`config.mk`:
```
export PLATFORM = sky130hd
export DESIGN_NAME = uart_rx_fifo
export DESIGN_NICKNAME = d
export VERILOG_FILES = /design/src/rtl/uart_rx_fifo.sv
export SDC_FILE = /design/constraint.sdc
export NUM_CORES = 1
export LEC_CHECK = 0
export BUFFER_PORTS_ARGS = -buffer_cell sky130_fd_sc_hd__clkbuf_2
export CAP_MARGIN = 20
export CELL_PAD_IN_SITES_DETAIL_PLACEMENT = 1
export CELL_PAD_IN_SITES_GLOBAL_PLACEMENT = 1
export CORE_ASPECT_RATIO = 1.5
export CORE_MARGIN = 5
export CORE_UTILIZATION = 50
export CTS_CLUSTER_SIZE = 28
export DETAILED_ROUTE_END_ITERATION = 6
export PLACE_DENSITY_LB_ADDON = 0.25
export SYNTH_ARGS = -nofsm -noshare
export SYNTH_HDL_FRONTEND = slang
export SYNTH_SLANG_ARGS = --single-unit
```
`constraint.sdc`:
```
create_clock -name clock -period 3 [get_ports clock]
set_input_delay 0.45 -clock clock [delete_from_list [all_inputs] [get_ports clock]]
set_output_delay 0.45 -clock clock [all_outputs]
set_load 0.005 [all_outputs]
```
`src/rtl/uart_rx_fifo.sv`:
```
// Receive-side byte buffer behind the UART receiver: edge-detects the byte-complete
// strobe and queues bytes in a first-word-fall-through FIFO with a valid/ready read port.
module uart_rx_fifo #(
  parameter int DEPTH = 16,
  parameter int WIDTH = 8,
  localparam int PTR_WIDTH = $clog2(DEPTH)
) (
  input  logic                 clock,
  input  logic                 reset,
  input  logic [WIDTH-1:0]     rx_data,
  input  logic                 rx_done,
  output logic [WIDTH-1:0]     rd_data,
  output logic                 rd_valid,
  input  logic                 rd_ready,
  output logic [PTR_WIDTH:0]   count,
  output logic                 full,
  output logic                 empty,
  output logic                 overflow,
  input  logic                 clear_overflow,
  input  logic                 flush
);

  localparam logic [PTR_WIDTH:0] L_DEPTH = (PTR_WIDTH + 1)'(DEPTH);

  logic [WIDTH-1:0]     r_mem [DEPTH];
  logic [PTR_WIDTH-1:0] r_wrPtr;
  logic [PTR_WIDTH-1:0] r_rdPtr;
  logic [PTR_WIDTH:0]   r_count;
  logic                 r_rxDoneQ;
  logic                 r_overflow;

  logic w_push;
  logic w_pop;
  logic w_full;
  logic w_empty;
  logic w_wrEn;
  logic w_rdEn;
  logic w_drop;

  // A held strobe yields a single push; a full FIFO only accepts when it pops too.
  assign w_push  = rx_done & ~r_rxDoneQ;
  assign w_full  = (r_count == L_DEPTH);
  assign w_empty = (r_count == '0);
  assign w_pop   = ~w_empty & rd_ready;
  assign w_wrEn  = w_push & (~w_full | w_pop) & ~flush;
  assign w_rdEn  = w_pop & ~flush;
  assign w_drop  = w_push & w_full & ~w_pop & ~flush;

  assign rd_data  = r_mem[r_rdPtr];
  assign rd_valid = ~w_empty;
  assign count    = r_count;
  assign full     = w_full;
  assign empty    = w_empty;
  assign overflow = r_overflow;

  always_ff @(posedge clock) begin
    if (w_wrEn) begin
      r_mem[r_wrPtr] <= rx_data;
    end
  end

  always_ff @(posedge clock or posedge reset) begin
    if (reset) begin
      r_wrPtr    <= '0;
      r_rdPtr    <= '0;
      r_count    <= '0;
      r_rxDoneQ  <= 1'b0;
      r_overflow <= 1'b0;
    end else begin
      r_rxDoneQ <= rx_done;

      // A new drop outranks a clear request in the same cycle.
      if (w_drop) begin
        r_overflow <= 1'b1;
      end else if (clear_overflow) begin
        r_overflow <= 1'b0;
      end

      if (flush) begin
        r_wrPtr <= '0;
        r_rdPtr <= '0;
        r_count <= '0;
      end else begin
        if (w_wrEn) begin
          r_wrPtr <= r_wrPtr + 1'b1;
        end
        if (w_rdEn) begin
          r_rdPtr <= r_rdPtr + 1'b1;
        end
        case ({w_wrEn, w_rdEn})
          2'b10:   r_count <= r_count + 1'b1;
          2'b01:   r_count <= r_count - 1'b1;
          default: r_count <= r_count;
        endcase
      end
    end
  end

endmodule
```
==> flow_metrics.tcl <==
set metrics [dict create \
    clk_path_buf_depth 2 \
    power_per_cell_area_nw_per_um2 800 \
    p_sw_uw 1370 \
    via_per_inst 5.98 \
    grt_pass1_vias 3480 \
    grt_pass1_wl_um 21600 \
    ys_seq_area_frac 0.721 \
    drive_gt1_frac 0.334 \
    syn_avg_cell_area_um2 19.3 \
    synth_simple_gate_area_frac 0.0513 \
    core_um2 11500 \
    syn2layout_area_growth_pct 17.8 \
    clockPowerShare 0.391 \
    final_common_cell "edfxtp_1" \
    grt_use_met3 0.0481 \
    routed_wl_um 13800 \
    clock_skew_ns 0.00747 \
    port_buffers 30 \
    crit_type "reg -> out" \
    dieHeight_um 143 \
    cp.arrival_ns 2.31 \
    p_seq_frac 0.419 \
    worst_pin_slew_ns 0.681 \
    io_pins 31 \
    layout_common_cells "128 x edfxtp_1, 40 x mux4_2, 30 x clkbuf_2, 25 x nor2_1, 21 x buf_4" \
    max_slew_margin 0.546 \
    place_congestion 0.869 \
    swShare 0.249 \
    ff2ff_path_depth 10 \
    h-tree-depth 4 \
    cts_buffers 17 \
    muxShareOfSynthArea 0.158 \
    die_x_um 98.4 \
    routedWlPerCell_um 26.5 \
    dp_hpwl_um 8710 \
    outcome "complete, no violations" \
    cts_resized 0 \
    regToRegStartpoint "count[0]" \
    antenna_left 0 \
    first_pass_iters 5 \
    busiest_layer "met2" \
    num_rows 48 \
    clk_pin_slew_ns 0.06 \
    finalMaxSlewViolations 0 \
    end_kind "output port" \
    cts_tree "built" \
    power_leakage_uw 0.00233 \
    final_cells 521 \
    synthCells 304 \
    rsz0062_at_grt "false" \
    grt-ovfl-total 0 \
    synth_top_family_by_area "multiplexers" \
    finalSetupTns_ns 0 \
    ys_warn_count 0 \
    setup_viol 0 \
    fmax_mhz 362 \
    drtIter0Drc 199 \
    die_area_um2 14000 \
    cts_hold_buf 0 \
    synth_xor_area_frac 0.0135 \
    dr_total_vias 3114 \
    grt_max_degree 34 \
    synth_cell_types 36 \
    min_period_ns 2.76 \
    start_util 0.510 \
    clock-sinks 143 \
    synth_compound_area_frac 0.0233 \
    vdd_drop_max_mv 0.586 \
    grt_util_met2 0.386 \
    p_int_uw 4140 \
    antenna_found_initial 0 \
    final_nets 379 \
    reg2reg_slack_ns 0.35 \
    hp-class "in -> async" \
    syn_area_um2 5850 \
    path_max_fanout 18 \
    drc_errors 0 \
    cts_root_buffer "clkbuf_16" \
    pwr-share-comb 0.190 \
    reg2reg_to "count[4]" \
    grt.total_usage 0.216 \
    crit_required_ns 2.55 \
    period_share 0.921 \
    syn_nets 325 \
    n_antenna_cell 0 \
    hold_violations 0 \
    cp-start-kind "register" \
    synth_fa_ha_area_frac 0.0150 \
    gr-usage-met1 0.254 \
    dp.cells 488 \
    ys_seq_elements 143 \
    clkLatencyLatePin_ns 0.40 \
    drv_cap 0 \
]
## cell families (layout without fill, tap and decap cells)
family / after synthesis / count (layout)
AOI/OAI and AO/OA: 18 / 18
xor gates and xnor gates: 9 / 9
adders and majority gates: 7 / 7
buffers and inverters: 24 / 91
DFF: 143 / 143
muxes: 42 / 42
and+or+nand+nor: 61 / 61
## critical path, cell delays in order (launching register included)
cell and delay [ns]:
dfrtp_2 0.36, buf_4 0.34, mux4_2 0.56, mux4_2 0.52, clkbuf_2 0.13
## worst max path at each step
stage                    start          to  slack, ns  cells past startpoint
floorplan             count[1]    count[4]       0.48                     11
global placement      count[1]    count[4]       0.34                     10
detailed placement    count[1]    count[4]        0.1                     10
CTS                   count[1]    count[4]       0.11                     10
global route          count[3]    count[4]       0.08                     10
finish              r_rdPtr[0]  rd_data[3]       0.24                      4
## sequential cells by signal, summed over array words and instances, names as in the netlist
| signal | count |
|---|---|
| r_rdPtr | 4 |
| overflow | 1 |
| count | 5 |
| r_mem | 128 |
| r_wrPtr | 4 |
| r_rxDoneQ | 1 |
## cell usage after synthesis
| master | count | area (um2) |
|---|---|---|
| edfxtp_1 | 128 | 3840 |
| mux4_2 | 40 | 901 |
| nor2_1 | 25 | 93.8 |
| dfrtp_1 | 15 | 375 |
| clkbuf_1 | 10 | 37.5 |
| nand2_1 | 10 | 37.5 |
| ha_1 | 7 | 87.6 |
| inv_1 | 7 | 26.3 |
| nor3_1 | 7 | 35.0 |
| xor2_1 | 7 | 61.3 |
| nand2b_1 | 6 | 37.5 |
| nand3_1 | 5 | 25.0 |
| o21ai_0 | 5 | 25.0 |
| buf_2 | 4 | 20.0 |
| a21oi_1 | 3 | 15.0 |
| a31oi_1 | 3 | 18.8 |
| or3_1 | 2 | 12.5 |
| xnor2_1 | 2 | 17.5 |
| a211oi_2 | 1 | 12.5 |
| a311oi_1 | 1 | 8.76 |
| and2_1 | 1 | 6.26 |
| buf_1 | 1 | 3.75 |
| buf_4 | 1 | 7.51 |
| buf_6 | 1 | 11.3 |
| mux2_4 | 1 | 15.0 |
| mux2i_1 | 1 | 10.0 |
| nand4_1 | 1 | 6.26 |
| nor2b_1 | 1 | 6.26 |
| nor3b_1 | 1 | 7.51 |
| nor4_4 | 1 | 21.3 |
| o2111ai_1 | 1 | 8.76 |
| o22ai_4 | 1 | 20.0 |
| o311a_1 | 1 | 10.0 |
| o31a_1 | 1 | 8.76 |
| o32ai_1 | 1 | 8.76 |
| or4_4 | 1 | 11.3 |
## final cells by class
class                           count  area [um2]
Timing Repair Buffer               52         328
Inverter                            7        26.3
Tap cell                          150         188
Multi-Input combinational cell    137        1530
Fill cell                        1005        4580
Sequential cell                   143        4220
Clock buffer                       20         437
Clock inverter                     12         166
## layer usage
| layer | share of wire | routed length (um) |
|---|---|---|
| met1 | 0.36 | 4970 |
| met2 | 0.56 | 7780 |
| met3 | 0.046 | 640 |
| met4 | 0.029 | 399 |
| met5 | 0 | 0 |
## what timing repair did
item,CTS,global route
endpoints found under the hold margin,0,0
setup endpoints to repair,0,1
setup buffers,0,1
## stage by stage
step	utilization	area (um2)	hold WS [ns]	worst slack (ns)	power (uW)
floorplan	-	5850	0.351	0.478	3080
global placement	0.548	6280	0.515	0.336	3360
detailed placement	0.548	6280	0.536	0.0982	3400
CTS	0.600	6890	0.127	0.109	5550
global route	0.601	6890	0.141	0.0753	5790
finish	0.601	6890	0.120	0.236	5510
## power groups by stage
stage | clock network (uW) | registers (uW) | logic [uW]
4_1_cts | 2190 | 2310 | 1060
6_report | 2160 | 2310 | 1050
5_1_grt | 2310 | 2320 | 1160
3_5_place_dp | 0 | 2350 | 1050
2_1_floorplan | 0 | 2320 | 758
3_3_place_gp | 0 | 2340 | 1020
Power figures use the tool's default switching activity.
